**src/rtl/uart_8250_pkg.sv**
```systemverilog
// Shared definitions for the 8250-compatible UART: LCR bit positions, FSM encoding,
// oversampling constant and the frame helpers used by the TX and RX controllers.
package uart_8250_pkg;

    localparam int OVERSAMPLE_DEF = 16;

    localparam int LCR_WLS_LSB = 0;
    localparam int LCR_WLS_MSB = 1;
    localparam int LCR_STB     = 2;
    localparam int LCR_PEN     = 3;
    localparam int LCR_EPS     = 4;
    localparam int LCR_STICK   = 5;
    localparam int LCR_BRK     = 6;

    localparam logic [2:0] ST_IDLE   = 3'd0;
    localparam logic [2:0] ST_START  = 3'd1;
    localparam logic [2:0] ST_DATA   = 3'd2;
    localparam logic [2:0] ST_PARITY = 3'd3;
    localparam logic [2:0] ST_STOP   = 3'd4;

    typedef struct packed {
        logic [1:0] wls;
        logic       stb;
        logic       pen;
        logic       parity;
    } frame_cfg_t;

    // Parity only covers the active word bits; stick parity forces the inverse of EPS.
    function automatic logic parity_bit(input logic [7:0] data,
                                        input logic [1:0] wls,
                                        input logic       eps,
                                        input logic       stick);
        logic [7:0] active;
        active = data & (8'hFF >> (2'd3 - wls));
        if (stick)
            return ~eps;
        else if (eps)
            return ^active;
        else
            return ~^active;
    endfunction

    // Index of the final stop tick: 1, 1.5 or 2 stop bits.
    function automatic logic [4:0] stop_last_tick(input logic [1:0] wls, input logic stb);
        if (!stb)
            return 5'd15;
        else if (wls == 2'd0)
            return 5'd23;
        else
            return 5'd31;
    endfunction

endpackage

```
**src/rtl/uart_baud_gen.sv**
```systemverilog
// 16x baud tick generator: counts divisor-1 down to 0 and ticks on 0.
// A reload restarts the count so each bit is exactly OVERSAMPLE*divisor clocks.
module uart_baud_gen #(
    parameter int DIV_W = 16
) (
    input  logic             CLK_I,
    input  logic             RST_I,
    input  logic [DIV_W-1:0] divisor,
    input  logic             reload,
    output logic             tick
);

    logic [DIV_W-1:0] count;
    logic             halted;

    assign halted = (divisor == '0);

    // A divisor of zero freezes the count, so nothing downstream advances.
    always_ff @(posedge CLK_I or negedge RST_I) begin
        if (!RST_I) begin
            count <= '0;
        end else if (!halted) begin
            if (reload || (count == '0))
                count <= divisor - DIV_W'(1);
            else
                count <= count - DIV_W'(1);
        end
    end

    assign tick = !halted && !reload && (count == '0);

endmodule

```
**src/rtl/uart_8250_tx_ctrl.sv**
```systemverilog
// 8250 transmit sequencer: pops the TX FIFO, frames each byte per the shadowed LCR
// and shifts it out on TXD, reporting busy/empty/done status to the register file.
module uart_8250_tx_ctrl
    import uart_8250_pkg::*;
#(
    parameter int DIV_W      = 16,
    parameter int OVERSAMPLE = OVERSAMPLE_DEF
) (
    input  logic             CLK_I,
    input  logic             RST_I,
    input  logic [DIV_W-1:0] divisor,
    input  logic [7:0]       lcr,
    input  logic             tx_empty,
    input  logic [7:0]       tx_data,
    output logic             tx_pop,
    output logic             TXD,
    output logic             tsr_busy,
    output logic             temt,
    output logic             frame_done
);

    localparam logic [4:0] LAST_OS_TICK = 5'(OVERSAMPLE - 1);

    logic [2:0] state;
    logic [7:0] shift_reg;
    logic [2:0] bit_idx;
    logic [4:0] tick_cnt;
    frame_cfg_t cfg;
    logic       ready;
    logic       tick;
    logic       bit_end;
    logic       stop_end;
    logic       start_frame;
    logic       line_bit;
    logic [2:0] last_bit;
    logic       unused_lcr;

    assign unused_lcr = lcr[7];

    uart_baud_gen #(
        .DIV_W (DIV_W)
    ) u_baud_gen (
        .CLK_I   (CLK_I),
        .RST_I   (RST_I),
        .divisor (divisor),
        .reload  (start_frame),
        .tick    (tick)
    );

    // Holds off the first pop until one clock after reset release.
    always_ff @(posedge CLK_I or negedge RST_I) begin
        if (!RST_I)
            ready <= 1'b0;
        else
            ready <= 1'b1;
    end

    assign start_frame = ready && (state == ST_IDLE) && !tx_empty && (divisor != '0);
    assign tx_pop      = start_frame;
    assign bit_end     = tick && (tick_cnt == LAST_OS_TICK);
    assign stop_end    = tick && (tick_cnt == stop_last_tick(cfg.wls, cfg.stb));
    assign last_bit    = 3'd4 + {1'b0, cfg.wls};

    // Frame sequencer; everything but break comes from the shadow copy taken at pop.
    always_ff @(posedge CLK_I or negedge RST_I) begin
        if (!RST_I) begin
            state     <= ST_IDLE;
            shift_reg <= '0;
            bit_idx   <= '0;
            tick_cnt  <= '0;
            cfg       <= '0;
        end else begin
            case (state)
                ST_IDLE: begin
                    if (start_frame) begin
                        shift_reg  <= tx_data;
                        cfg.wls    <= lcr[LCR_WLS_MSB:LCR_WLS_LSB];
                        cfg.stb    <= lcr[LCR_STB];
                        cfg.pen    <= lcr[LCR_PEN];
                        cfg.parity <= parity_bit(tx_data, lcr[LCR_WLS_MSB:LCR_WLS_LSB],
                                                 lcr[LCR_EPS], lcr[LCR_STICK]);
                        bit_idx    <= '0;
                        tick_cnt   <= '0;
                        state      <= ST_START;
                    end
                end
                ST_START: begin
                    if (bit_end) begin
                        tick_cnt <= '0;
                        state    <= ST_DATA;
                    end else if (tick) begin
                        tick_cnt <= tick_cnt + 5'd1;
                    end
                end
                ST_DATA: begin
                    if (bit_end) begin
                        tick_cnt  <= '0;
                        shift_reg <= shift_reg >> 1;
                        if (bit_idx == last_bit) begin
                            bit_idx <= '0;
                            state   <= cfg.pen ? ST_PARITY : ST_STOP;
                        end else begin
                            bit_idx <= bit_idx + 3'd1;
                        end
                    end else if (tick) begin
                        tick_cnt <= tick_cnt + 5'd1;
                    end
                end
                ST_PARITY: begin
                    if (bit_end) begin
                        tick_cnt <= '0;
                        state    <= ST_STOP;
                    end else if (tick) begin
                        tick_cnt <= tick_cnt + 5'd1;
                    end
                end
                ST_STOP: begin
                    if (stop_end) begin
                        tick_cnt <= '0;
                        state    <= ST_IDLE;
                    end else if (tick) begin
                        tick_cnt <= tick_cnt + 5'd1;
                    end
                end
                default: begin
                    state <= ST_IDLE;
                end
            endcase
        end
    end

    always_comb begin
        line_bit = 1'b1;
        case (state)
            ST_START:  line_bit = 1'b0;
            ST_DATA:   line_bit = shift_reg[0];
            ST_PARITY: line_bit = cfg.parity;
            default:   line_bit = 1'b1;
        endcase
    end

    // Break is live from the register, overriding the line without touching frame timing.
    assign TXD        = lcr[LCR_BRK] ? 1'b0 : line_bit;
    assign tsr_busy   = (state != ST_IDLE);
    assign temt       = tx_empty && !tsr_busy;
    assign frame_done = (state == ST_STOP) && stop_end;

endmodule

```
**config.mk**
```make
export PLATFORM = sky130hd
export DESIGN_NAME = uart_8250_tx_ctrl
export DESIGN_NICKNAME = d
export VERILOG_FILES = /design/src/rtl/uart_8250_pkg.sv /design/src/rtl/uart_baud_gen.sv /design/src/rtl/uart_8250_tx_ctrl.sv
export SDC_FILE = /design/constraint.sdc
export NUM_CORES = 1
export LEC_CHECK = 0
export ABC_AREA = 0
export CAP_MARGIN = 10
export CORE_ASPECT_RATIO = 1.1
export CORE_MARGIN = 4
export CORE_UTILIZATION = 30
export DETAILED_ROUTE_END_ITERATION = 8
export DONT_BUFFER_PORTS = 1
export PLACE_DENSITY = 0.53
export REMOVE_ABC_BUFFERS = 1
export SETUP_SLACK_MARGIN = 0.3
export SYNTH_ARGS = -nofsm -noshare
export SYNTH_HDL_FRONTEND = slang
export SYNTH_SLANG_ARGS = --single-unit
```
**constraint.sdc**
```tcl
create_clock -name CLK_I -period 8.4 [get_ports CLK_I]
set_input_delay 2.1 -clock CLK_I [delete_from_list [all_inputs] [get_ports CLK_I]]
set_output_delay 2.1 -clock CLK_I [all_outputs]
set_load 0.01 [all_outputs]
```
==> Yosys cells after proc, flatten, opt, wreduce, memory -nomap -nowiden <==
Index checks and enable logic that the tools add are counted.
{ "word_totals": {"ff_bits": 41, "inputBits": 35, "output_inout_bits": 5, "elab_cells": 88} }
{ "op_classes": {"n_addsub": 6, "n_eq_ne": 13, "n_shift": 1, "n_mux": 27, "bitwise_logic": 2, "reduce_logical": 29} }
{ "op_table": {"columns": ["cell", "count"], "rows": [
  ["$logic_not 16->1", 2],
  ["$sub 16x1->16 const B", 2],
  ["$mux 3", 10],
  ["$mux 5", 5],
  ["$mux 16", 1],
  ["$mux 8", 2],
  ["$pmux 8 s2", 1],
  ["$reduce_bool 16->1", 1],
  ["$pmux 3 s5", 1],
  ["$pmux 5 s3", 1],
  ["$ne 2x2->1 const B", 5],
  ["$logic_and 1x1->1", 9],
  ["$and 8x8->8", 1],
  ["$reduce_xnor 8->1", 1],
  ["$reduce_xor 8->1", 1],
  ["$shr 8x2->8 const A", 1],
  ["$eq 3x2->1 const B", 2],
  ["$pmux 3 s2", 1],
  ["$reduce_and 6->1", 1],
  ["$reduce_bool 3->1", 2],
  ["$add 5x1->5 const B", 1],
  ["$eq 5x4->1 const B", 1],
  ["$eq 5x5->1", 1],
  ["$logic_not 1->1", 4],
  ["18 further kinds", 21]
]} }

==> Logic depth before layout (Yosys ltp) <==
Gate-level depths: netlist of run 1.
{ "depth": {"word_depth": 10, "mapped_depth": 16, "ltp_nobuf": 13} }

==> Hierarchy <==
Synthesis of run 1 repeated with hierarchy kept, for this count alone.
{ "unflattened": {"cells_unflattened": 339, "area_unflattened_um2": 3006.6} }
{ "modules_own_cells": {"columns": ["module", "instances", "cells_each", "area_each_um2"], "rows": [
  ["uart_8250_tx_ctrl", 1, 157, 1540.2],
  ["uart_baud_gen", 1, 182, 1466.4]
]} }

==> Least setup slack after synthesis of run 1 <==
OpenSTA, ideal clock, no wires.
{ "synth_path": {"path_type": "input -> output", "start": "input port divisor[6]", "end": "output port tx_pop", "arrival_time_ns": 3.349, "required_ns": 6.300, "setup_slack_ns": 2.951, "stages": 4, "n_path_buf": 1, "path_cell_list": "or4_4 -> nor3_2 -> a31oi_1 -> clkbuf_1"} }
{ "synth_between": {"elab_chain_len": 2} }
{ "synth_rtl": {"columns": ["item", "line_no", "rtl"], "rows": [
  ["start, declared", "uart_8250_tx_ctrl.sv:11", "input logic [DIV_W-1:0] divisor,"],
  ["$reduce_bool 16->1", "uart_8250_tx_ctrl.sv:58", "assign start_frame = ready && (state == ST_IDLE) && !tx_empty && (divisor != '0);"],
  ["$logic_and 1x1->1", "uart_8250_tx_ctrl.sv:58", null],
  ["end, declared", "uart_8250_tx_ctrl.sv:15", "output logic tx_pop,"]
]} }
No other way between the ends.

==> Final worst setup path of run 1 <==
{ "layout_path": {"start": "input port divisor[6]", "end": "output port frame_done"} }
{ "layout_between": {"elab_chain_len": 7, "word_cells_on_any_way": 9, "classes_between": "9 x reduce/logical"} }
{ "layout_rtl": {"columns": ["item", "line_no", "rtl"], "rows": [
  ["$reduce_bool 16->1", "uart_8250_tx_ctrl.sv:58", null],
  ["$logic_and 1x1->1", "uart_8250_tx_ctrl.sv:58", null],
  ["$logic_not 1->1", "uart_baud_gen.sv:30", "assign tick = !halted && !reload && (count == '0);"],
  ["$logic_and 1x1->1 (*) (2 in a row)", "uart_baud_gen.sv:30", null],
  ["$logic_and 1x1->1 (*)", "uart_8250_tx_ctrl.sv:61", "assign stop_end = tick && (tick_cnt == stop_last_tick(cfg.wls, cfg.stb));"],
  ["$logic_and 1x1->1 (*)", "uart_8250_tx_ctrl.sv:146", "assign frame_done = (state == ST_STOP) && stop_end;"],
  ["end, declared", "uart_8250_tx_ctrl.sv:19", "output logic frame_done"]
]} }
Mark *: on every way between the ends. The rest lies on a longest branch, timed or not.

==> flow_metrics.py, run 1 <==
metrics = {
    "outcome": {
        "status": "complete, no violations",
    },
    "sta": {
        "post-route-period-util_pct": 70.08,
        "setup_tns_ns": 0,
        "worstMarginPinSlew_ns": 0.5056,
        "fin_crit_ns": 5.887,
        "hold_viol_final": 0,
        "fin_worst_skew_ns": 0.006015,
        "slew_violations": 0,
        "setup_violations": 0,
        "rsz0062_at_grt": "no",
        "clock.fmax_mhz": 169.9,
        "max_slew_margin_pct": 65.98,
    },
    "yosys": {
        "synth_top_area_cell": "dfrtp_1",
        "synthTopCellsByArea": "dfrtp_1 (36%), a21oi_1 (6.2%), nor2_1 (4.4%)",
        "synth-seq-cells": 41,
        "synthTopCellsByCount": "dfrtp_1 (41), a21oi_1 (35), nor2_1 (33)",
        "yosys_warnings": 0,
        "synth_top_area_share_pct": 36.48,
        "yosys_most_used_dff": "dfrtp_1",
        "seq_area_frac_synth_pct": 36.48,
        "syn_avg_cell_area_sq_um": 8.549,
        "syn_area_sq_um": 2813,
        "yosysMostFrequentCell": "dfrtp_1",
        "async_flop_share_pct": 100.0,
        "synth_edf_count": 0,
        "postSynthCellCount": 329,
        "ys_types": 56,
    },
    "die": {
        "core_area_sq_um": 9009,
        "die_w_um": 100.3,
        "initial_utilization_pct": 31.22,
        "ios": 40,
        "num_rows": 36,
        "die_y_um": 109.6,
        "die_area_sq_um": 10990,
    },
    "critical_path": {
        "worst-path-max-fanout": 17,
        "arrival_ns": 3.79,
        "crit_path_end_kind": "output pin",
        "path_class": "input port to output pin",
        "required_ns": 6.30,
        "r2r_start": "u_baud_gen.count[11]",
        "rrSetupSlack_ns": 4.26,
        "worstSetupStartpoint": "divisor[6]",
        "cp-start-kind": "input port",
    },
    "finish": {
        "fillers": 924,
        "post-route-util_pct": 33.51,
        "area_growth_pct": 7.340,
        "n_antenna_cell": 0,
        "largest_reg_flops": 16,
        "fin_nets": 365,
        "drive_gt1_share_pct": 10.09,
        "final_cells": 441,
    },
    "clock_tree": {
        "cts_tree": "done",
        "clk_pin_slew_worst_paths_ns": 0.08,
        "htree_levels": 2,
        "cts-resized-gates": 0,
        "cts_made_buffers": 5,
        "clk_latency_ns": 0.29,
        "cts_root_buf": "clkbuf_8",
        "cts_num_sinks": 41,
        "cts.hold.buffers_added": 0,
        "postCtsSetupBuffers": 0,
        "cts.path.max_buffers": 2,
    },
    "place": {
        "dpl.cell_count": 433,
        "port-buffer-count": 0,
        "dp_hpwl_mm": 4.940,
        "gp_congestion": 0.8043,
    },
    "drt": {
        "vias_per_cell": 5.576,
        "antenna_left": 0,
        "drt_iter0_drc": 117,
        "routed-via-count": 2459,
        "routedWlPerCell_um": 15.29,
        "drc_errors": 0,
        "wirelength_mm": 6.743,
        "firstDrtPassIters": 4,
    },
    "global_routing": {
        "grt_pass1_vias": 2393,
        "grt_max_degree": 42,
        "grt.overflow.total": 0,
        "antenna_found_initial": 0,
        "track_usage_pct": 12.79,
        "grt_pass1_wl_mm": 11.40,
    },
    "min_path": {
        "min_path_type": "register to register",
        "hold_start": "cfg[0]",
    },
    "power": {
        "max-vdd-ir-drop_mv": 0.1112,
        "p_leak_nw": 1.167,
        "power.density_nw_per_um2": 238.3,
    },
    "job": {
        "drv_cap": 0,
    },
}
==> worst max-delay path, cell delays in order <==
cell	delay, ns
or4_4	0.54
nor3_2	0.35
nand3_2	0.38
nand4_1	0.27
nor3_1	0.13
==> cells in the final DEF, fill, tap and decap left out, types with 5 or more instances in the layout <==
cell / count
a21oi_1: 35
nor3_1: 12
xor2_1: 7
nor2_1: 33
nand2_1: 24
mux2_2: 5
or3_1: 8
o21ai_1: 5
a22o_1: 5
inv_1: 15
xnor2_1: 12
mux2i_1: 10
clkbuf_8: 5
o21ai_0: 19
nand3_1: 10
a31oi_1: 6
dfrtp_1: 41
nand2b_1: 5
==> final timing paths <==
path,endpoint,depth (start not counted)
setup / recovery,frame_done,5
hold / removal,cfg[0],1
setup reg to reg,u_baud_gen.count[12],14
hold reg to reg,cfg[0],1
max in group asynchronous,u_baud_gen.count[12],0
min in group asynchronous,tick_cnt[0],0
==> metal layers <==
layer | track usage [%] | vias to the layer above | wire length (um)
met5 | 0 | - | 0
met4 | 3.176 | 0 | 91
met3 | 3.046 | 11 | 391
met2 | 21.78 | 73 | 3101
met1 | 16.32 | 1173 | 3158
li1 | - | 1202 | -
==> power breakdown <==
part           total, mW  internal [mW]  leakage (nW)  switching [mW]
sequential         0.355          0.274         0.496          0.0805
combinational      0.237          0.115         0.627           0.122
clock              0.128         0.0574        0.0439          0.0704
==> kinds of logic after synthesis <==
family | after synthesis | synth area share [%]
mux | 15 | 5.560
flops | 41 | 36.48
fa+ha+maj | 4 | 1.779
compound gates | 98 | 21.84
xor+xnor | 19 | 5.916
other cells | 1 | 0.1333
buf+inv | 29 | 4.315
simple gates | 122 | 23.98
==> cell type report <==
class                      instances  area, sq um  area share [%]
tap                              114        142.6           4.724
inverter                          15        56.30           1.865
timing repair buffer               4        30.03          0.9946
clock buffer                       5        68.82           2.279
multi-input combinational        259         1678           55.57
sequential                        41         1026           33.98
clock inverter                     3        17.52          0.5802
==> through the flow <==
stage               cell area [sq um]  power (mW)  setup slack (ns)  hold slack (ns)
floorplan                        2748      0.5346             2.639           0.4804
detailed placement               2933      0.5969             2.505           0.4963
finish                           3019      0.7194             2.513           0.5126
global placement                 2933      0.5893             2.514           0.4915
global route                     3019      0.7830             2.368           0.5427
CTS                              3019      0.7269             2.500           0.5162
No activity file was read; power rests on OpenSTA's default activity.
==> run 2: changes to the inputs <==
Settings changed: PLACE_DENSITY 0.53 to 0.54.
Clock period 8.4 ns to 5.1 ns, I/O delays scaled along.
==> flow_metrics.py, run 2 (synthesis results as in run 1) <==
metrics = {
    "clock_tree": {
        "cts_made_buffers": 5,
        "cts_tree": "done",
        "postCtsSetupBuffers": 0,
        "cts_root_buf": "clkbuf_8",
        "cts-resized-gates": 0,
        "cts_num_sinks": 41,
        "cts.path.max_buffers": 2,
        "cts.hold.buffers_added": 0,
        "clk_pin_slew_worst_paths_ns": 0.08,
        "htree_levels": 2,
        "clk_latency_ns": 0.29,
    },
    "drt": {
        "routedWlPerCell_um": 15.30,
        "antenna_left": 0,
        "firstDrtPassIters": 4,
        "drt_iter0_drc": 77,
        "routed-via-count": 2438,
        "wirelength_mm": 6.793,
        "drc_errors": 0,
        "vias_per_cell": 5.491,
    },
    "critical_path": {
        "critPathSlowestCell": "or4_4",
        "critical_path.cell_chain": "or4_4 -> nor3_2 -> and3_1 -> o21ai_1 -> mux2i_1 -> ha_1 -> nor4b_2 -> nand2b_1 -> nor3_1 -> nand3_1 -> a31o_2 -> a32oi_1 -> o21ai_0",
        "crit_family": "simple AND/OR/NAND/NOR gates",
        "crit_path_end_kind": "register",
        "path_class": "input port to register",
        "worst-path-max-fanout": 10,
        "critPathBufInv": 0,
        "arrival_ns": 4.61,
        "required_ns": 5.28,
        "slowest_delay_ns": 0.54,
        "cp-start-kind": "input port",
    },
    "sta": {
        "worstMarginPinSlew_ns": 0.7950,
        "fin_worst_skew_ns": 0.004541,
        "rsz0062_at_grt": "no",
        "clock.fmax_mhz": 225.5,
        "setup_ws_ns": 0.6656,
        "slew_violations": 0,
        "fin_crit_ns": 4.434,
        "setup_tns_ns": 0,
        "hold_viol_final": 0,
        "max_slew_margin_pct": 46.64,
        "post-route-period-util_pct": 86.95,
        "setup_violations": 0,
    },
    "finish": {
        "drive_gt1_share_pct": 10.91,
        "largest_reg_flops": 16,
        "fin_nets": 368,
        "layout_commonest_cell": "dfrtp_1",
        "multi_input_area_sq_um": 1684,
        "area_growth_pct": 9.431,
        "fillers": 966,
        "seq_area_sq_um": 1026,
        "layout_common_cells": "dfrtp_1 (41), a21oi_1 (35), nor2_1 (33)",
        "n_antenna_cell": 0,
    },
    "global_routing": {
        "antenna_found_initial": 0,
        "grt.overflow.total": 0,
        "grt_pass1_wl_mm": 11.72,
        "track_usage_pct": 13.09,
        "grt_max_degree": 42,
        "grt_pass1_vias": 2479,
    },
    "power": {
        "power.density_nw_per_um2": 407.2,
        "max-vdd-ir-drop_mv": 0.1604,
        "p_leak_nw": 1.196,
    },
    "die": {
        "num_rows": 36,
        "die_area_sq_um": 10990,
        "initial_utilization_pct": 31.22,
        "die_y_um": 109.6,
        "die_w_um": 100.3,
        "ios": 40,
        "core_area_sq_um": 9009,
    },
    "place": {
        "dp_hpwl_mm": 5.012,
        "port-buffer-count": 0,
        "gp_congestion": 0.8188,
        "preCtsSetupSlack_ns": 0.2627,
    },
    "min_path": {
        "min_path_type": "register to register",
    },
    "job": {
        "drv_cap": 0,
    },
    "outcome": {
        "status": "complete, no violations",
    },
}
## run 2: changes by cell type in the layout (fill, tap and decap cells not counted)
| cell | before | now |
|---|---|---|
| buf_4 | 4 | 7 |
| clkinv_2 | 2 | 0 |
| bufinv_16 | 0 | 1 |
| clkbuf_1 | 0 | 1 |
| clkbuf_8 | 5 | 6 |
| clkinvlp_4 | 1 | 0 |
| nor4b_1 | 2 | 1 |
| nor4b_2 | 0 | 1 |
## run 2: worst paths after layout
path	from	end	slack (ns)	depth (start not counted)
worst max-delay path	divisor[6]	u_baud_gen.count[12]	0.67	13
worst min-delay path	u_baud_gen.count[14]	u_baud_gen.count[14]	0.52	2
worst max register to register	u_baud_gen.count[3]	u_baud_gen.count[12]	1.03	13
worst min register to register	u_baud_gen.count[14]	u_baud_gen.count[14]	0.52	2
max in group asynchronous	RST_I	shift_reg[0]	4.34	0
min in group asynchronous	RST_I	u_baud_gen.count[11]	0.67	0
## run 2: worst register-to-register path, stage by stage (launching register included)
cell      delay (ns)
dfrtp_1         0.47
nor4_2          0.41
nand3b_2        0.22
or3_1           0.47
o21ai_1         0.48
mux2i_1         0.27
ha_1            0.24
nor4b_2         0.27
nand2b_1        0.14
nor3_1          0.34
nand3_1         0.16
a31o_2          0.27
a32oi_1         0.13
o21ai_0         0.10
## run 2: power by group
group	switching (mW)	leakage, nW	internal (mW)
logic	0.198	0.642	0.191
registers	0.138	0.496	0.452
clock network	0.115	0.0585	0.160
total	0.451	1.20	0.802
## run 2: area by class of cell
class / instances / share of cell area (%)
flip-flops and latches: 41 / 33.33
clock buffers: 7 / 2.805
repair buffers: 7 / 1.707
inverters: 15 / 1.829
multi-input cells: 259 / 54.72
clock inverters: 1 / 0.9756
well taps: 114 / 4.634
## run 2: stage by stage
stage	hold slack, ns	cell area [sq um]	utilization, %	power [mW]	cells
finish	0.5177	3078	34.17	1.253	444
global route	0.5477	3078	34.17	1.359	444
CTS	0.5206	3072	34.10	1.262	444
detailed placement	0.5014	2955	32.81	0.9815	436
global placement	0.4934	2955	32.81	0.9714	436
floorplan	0.4804	2748	-	0.8805	315
## run 2: layer usage
metal	vias up	global-route usage, %	share of wire (%)
li1	1205	-	-
met1	1167	17.11	47
met2	58	21.83	46
met3	8	3.173	5.9
met4	0	3.080	1.1
met5	-	0	0
==> patch 1: new RTL, config.mk and constraints of run 2 <==
Register the input `divisor` before use. The logic sees it one clock later. The other inputs are not delayed to match.
--- a/src/rtl/uart_8250_tx_ctrl.sv
+++ b/src/rtl/uart_8250_tx_ctrl.sv
@@ -22,4 +22,10 @@
     localparam logic [4:0] LAST_OS_TICK = 5'(OVERSAMPLE - 1);
 
+    logic [DIV_W-1:0] divisor_q;
+
+    always_ff @(posedge CLK_I) begin
+        divisor_q <= divisor;
+    end
+
     logic [2:0] state;
     logic [7:0] shift_reg;
@@ -43,5 +49,5 @@
         .CLK_I   (CLK_I),
         .RST_I   (RST_I),
-        .divisor (divisor),
+        .divisor (divisor_q),
         .reload  (start_frame),
         .tick    (tick)
@@ -56,5 +62,5 @@
     end
 
-    assign start_frame = ready && (state == ST_IDLE) && !tx_empty && (divisor != '0);
+    assign start_frame = ready && (state == ST_IDLE) && !tx_empty && (divisor_q != '0);
     assign tx_pop      = start_frame;
     assign bit_end     = tick && (tick_cnt == LAST_OS_TICK);
Function: changed (Yosys sat finds a counterexample within 4 cycles, from zero or initial values and one cycle with RST_I low).
==> patch 1 against run 2 <==
- synthesized area up 21%
- synthesized cell count up 5.2%
- wire length up 16%
- utilization up 0.77 points
- cell area up 25%
- sequential cell count up 16
- final cell count up 12%
- setup slack better by 0.47 ns
- via count up 9.3%
- global-route usage down 0.54 points
- count of clock-buffer cells in the layout up 6
- largest cell class unchanged
Power is not compared: it rests on default switching activity, and its combinational part moved more than twofold at a synthesized area within 25%.
==> patch 1: results (changes against run 2) <==
==============================================================================
Fraction of registers with async set/reset                               71.9%   was 100%
Clk pin slew, worst setup/hold paths                                   0.05 ns   was 0.08 ns
End of the worst register-to-register path                        u_baud_gen.count[14]   was u_baud_gen.count[12]
Most used standard cells in the synthesized netlist               dfrtp_1, nand2_1, nor2_1, dfxtp_1   was dfrtp_1, a21oi_1, nor2_1, nand2_1, o21ai_0
Detailed router's first-iteration violation count                          170   was 77
Overall Power                                                          1.19 mW
Placed wire-length estimate after detailed placement                   5.56 mm   was 5.01 mm
Layout Nets                                                                384   was 368
Routed vias/inst                                                          5.36   was 5.49
Wire length of the first global-routing pass                           13.1 mm   was 11.7 mm
Outcome                                                           complete, no violations   unchanged
Post-Place Setup Slack                                                0.813 ns   was 0.263 ns
Worst hold margin                                                     0.501 ns   was 0.518 ns
Synthesis-stage register bit count                                          57   was 41
Number of cells on the worst hold path                                       1   was 2
Terminating pin of the worst hold path                            shift_reg[3]   was u_baud_gen.count[14]
Sequential area share after synthesis                                    39.5%   was 36.5%
Number of buffers created by CTS                                             9   was 5
Cell total after placement                                                 481   was 436
Max transition margin                                                    55.9%   was 46.6%
Worst reg-to-reg setup slack                                           1.28 ns   was 1.03 ns
H-tree levels                                                                3   was 2
Static Leakage                                                         1.49 nW
Area post-placement                                                  3530 um^2   was 2960 um^2
Buffer cell driving the clock tree root                              clkbuf_16   was clkbuf_8
Path depth of the worst reg2reg path                                        10   was 13
Placer congestion estimate                                               0.782   was 0.819
Biggest fanout along the worst timing path                                   8   was 10
Slowest library cell on the worst path                                 nor3b_1   was or4_4
Detailed-route via count                                                  2664   was 2438
Number of unique standard cell types used by synthesis                      78   was 56
Start point of the worst hold path                                shift_reg[3]   was u_baud_gen.count[14]
Layout area overhead                                                     12.9%   was 9.43%
Total of buffers placed on input and output ports                            0   unchanged
Share of cells above drive strength 1                                    16.6%   was 10.9%
# fillers                                                                 1152   was 966
Post-Syn Instances                                                         346   was 329
Final setup skew                                                    0.00762 ns   was 0.00454 ns
Worst path arrival time                                                4.17 ns   was 4.61 ns
Clock latency reported for the late side of the worst-skew pair        0.33 ns   was 0.29 ns
Peak per-stage delay on the critical path                              0.59 ns   was 0.54 ns
Overall global routing resource usage                                    12.5%   was 13.1%
==============================================================================
-- patch 1: cell types whose count changed after synthesis, moves of 10 or more --
| cell | run 2 | this run |
|---|---|---|
| a21oi_1 | 35 | 12 |
| dfxtp_1 | 0 | 16 |
| nor2_1 | 33 | 19 |
| nand2_1 | 24 | 35 |
| mux2_2 | 5 | 15 |
-- patch 1: per-layer routing --
layer | up-vias | GRT usage [%] | part of all wire [%]
li1 | 1300 | - | -
met1 | 1295 | 16.6 | 48
met2 | 65 | 19.7 | 46
met3 | 4 | 3.77 | 4.9
met4 | 0 | 3.74 | 0.55
met5 | - | 0 | 0
-- patch 1: kinds of logic after synthesis --
logic type,share of synthesized area (%)
muxes,7.93
buffers and inverters,3.56
other,0.110
adders and majority gates,1.47
AOI/OAI and AO/OA,20.7
xor gates and xnor gates,4.77
DFF,39.5
and+or+nand+nor,21.9
-- patch 1: final cells by class --
class | count | area share, %
Clock buffer | 13 | 7.87
Clock inverter | 3 | 0.455
Inverter | 9 | 0.878
Multi-Input combinational cell | 265 | 50.4
Sequential cell | 57 | 35.0
Tap cell | 147 | 4.78
Timing Repair Buffer | 3 | 0.586
-- patch 1: worst max path at each step --
stage	startpoint	endpoint	depth (start not counted)	slack (ns)
3_5_place_dp	tx_empty	u_baud_gen.count[14]	10	0.81
5_1_grt	tx_empty	u_baud_gen.count[14]	10	0.76
6_report	tx_empty	u_baud_gen.count[14]	10	1.14
2_1_floorplan	tx_empty	u_baud_gen.count[10]	9	1.07
4_1_cts	tx_empty	u_baud_gen.count[14]	10	1.13
3_3_place_gp	tx_empty	u_baud_gen.count[14]	10	0.87
==> patch 2: new RTL, flow settings as in run 2 <==
Made on the original files. The package constant `LCR_EPS` goes from 4 to 2.
--- a/src/rtl/uart_8250_pkg.sv
+++ b/src/rtl/uart_8250_pkg.sv
@@ -9,5 +9,5 @@
     localparam int LCR_STB     = 2;
     localparam int LCR_PEN     = 3;
-    localparam int LCR_EPS     = 4;
+    localparam int LCR_EPS     = 2;
     localparam int LCR_STICK   = 5;
     localparam int LCR_BRK     = 6;
Check against the original RTL: same outputs for any inputs over 10 cycles, from zero or initial values and one cycle with RST_I low; that may be too few to reach the edited logic, so the function may still have changed.
==> patch 2 against run 2 <==
- synthesized area up 2.2%
- critical endpoint unchanged
- critical path depth down 1
- sequential share of layout area about the same
- total power down 25%
- clock skew up 0.0024 ns
- wire length up 3.7%
- sequential cell count unchanged
- first-iteration DRC count up 39%
- setup slack better by 0.10 ns
- cell area down 0.12%
- utilization down 1.3 points
==> patch 2: results (changes against run 2) <==
=====================================================================
Outcome                                                  complete, no violations   unchanged
Area post-placement                                         2990 um^2   was 2960 um^2
Biggest fanout along the worst timing path                          9   was 10
Terminating pin of the worst hold path                         cfg[0]   was u_baud_gen.count[14]
Static Leakage                                                1.14 nW   was 1.20 nW
Overall global routing resource usage                           13.1%   about the same
Number of cells on the worst hold path                              1   was 2
Start point of the worst hold path                             cfg[0]   was u_baud_gen.count[14]
Met3 routed wirelength                                         503 um   was 402 um
End of the worst register-to-register path               u_baud_gen.count[12]   unchanged
Detailed router's first-iteration violation count                 107   was 77
Worst Tran Pin Value                                         0.820 ns   was 0.795 ns
Path depth of the worst reg2reg path                               12   was 13
Metal2 WL                                                     3.34 mm   was 3.10 mm
Slowest library cell on the worst path                         or4b_1   was or4_4
Routed vias/inst                                                 5.62   was 5.49
Number of unique standard cell types used by synthesis             75   was 56
Switching part of the total                                     35.0%   was 36.0%
Vias in the first global route                                   2395   was 2479
Sequential area share after synthesis                           35.7%   was 36.5%
Share of cells above drive strength 1                           13.5%   was 10.9%
Startpoint of the most critical setup path                 divisor[9]   was divisor[6]
Wire length of the first global-routing pass                  12.2 mm   was 11.7 mm
Placer congestion estimate                                      0.757   was 0.819
Worst reg-to-reg setup slack                                  1.13 ns   was 1.03 ns
Peak per-stage delay on the critical path                     0.56 ns   was 0.54 ns
Worst path arrival time                                       4.52 ns   was 4.61 ns
Most used standard cells in the synthesized netlist      dfrtp_1, nor2_1, o21ai_0, nand2_1   was dfrtp_1, a21oi_1, nor2_1, nand2_1, o21ai_0
Post-Place Setup Slack                                       0.489 ns   was 0.263 ns
# fillers                                                         976   was 966
Top area cells in the synthesized netlist                dfrtp_1, mux2i_1, o21ai_0   was dfrtp_1, a21oi_1, nor2_1
Final routed wirelength across all metal layers               7.04 mm   was 6.79 mm
Synth Area per Inst                                         9.31 um^2   was 8.55 um^2
Cell total after placement                                        419   was 436
Placed wire-length estimate after detailed placement          5.15 mm   was 5.01 mm
Met1 routed wirelength after detailed routing                 3.14 mm   was 3.21 mm
Pre-Repair DR Iteration Count                                       5   was 4
=====================================================================
## patch 2: cell types whose count changed in the layout (fill, tap and decap cells not counted), moves of 4 or more
cell	change
o31ai_1	+4
o211ai_1	+4
o21ai_0	+4
a32o_1	+4
a31oi_1	-5
o22ai_1	-4
mux2i_1	+5
nor2_1	-9
nand3_1	-6
a21oi_1	-20
## patch 2: per-layer routing
metal,track usage [%],vias up
li1,-,1155
met3,3.59,6
met2,20.9,71
met1,17.9,1168
met4,2.57,0
met5,0,-
## patch 2: worst register-to-register path, cell delays in order (launching register included)
cell and delay (ns):
dfrtp_1 0.50, nor4_4 0.49, nand4b_4 0.24, or2_4 0.34
o21ai_2 0.20, mux2i_1 0.25, ha_1 0.26, or4b_1 0.56
nor3_1 0.17, buf_4 0.15, nand2_1 0.10, o311a_1 0.34
a221o_1 0.27
## patch 2: cell families (layout without fill, tap and decap cells)
| family | after synthesis | count (layout) | share of synthesized area, % |
|---|---|---|---|
| xor+xnor | 15 | 15 | 5.05 |
| other cells | 1 | 1 | 0.130 |
| compound gates | 91 | 91 | 23.0 |
| fa+ha+maj | 4 | 4 | 1.74 |
| buf+inv | 27 | 28 | 4.87 |
| flops | 41 | 41 | 35.7 |
| mux | 19 | 19 | 6.79 |
| simple gates | 111 | 111 | 22.7 |
## patch 2: metrics by stage
stage / util [%] / power [mW]
global route: 32.9 / 1.01
CTS: 32.9 / 0.957
finish: 32.9 / 0.945
floorplan: - / 0.667
detailed placement: 31.9 / 0.730
global placement: 31.9 / 0.721
## patch 2: how the worst max path moves through the flow
stage	end	slack, ns	depth (start not counted)
after floorplan	u_baud_gen.count[12]	0.29	11
after global placement	u_baud_gen.count[12]	0.51	12
after detailed placement	u_baud_gen.count[12]	0.49	12
after CTS	u_baud_gen.count[12]	0.77	12
after global routing	u_baud_gen.count[12]	0.50	12
final	u_baud_gen.count[12]	0.77	12
## patch 2: cell type report
type	count	share of cell area (%)
Inverter	12	1.47
Clock buffer	6	2.36
Tap cell	117	4.76
Timing Repair Buffer	8	1.95
Multi-Input combinational cell	241	55.6
Sequential cell	41	33.4
Clock inverter	2	0.488
## patch 2: power by group through the flow
stage	clock, mW	combinational, mW	sequential (mW)
after floorplan	0	0.201	0.466
after global placement	0	0.236	0.485
after detailed placement	0	0.242	0.488
after CTS	0.232	0.243	0.481
after global routing	0.245	0.275	0.493
final	0.222	0.241	0.482
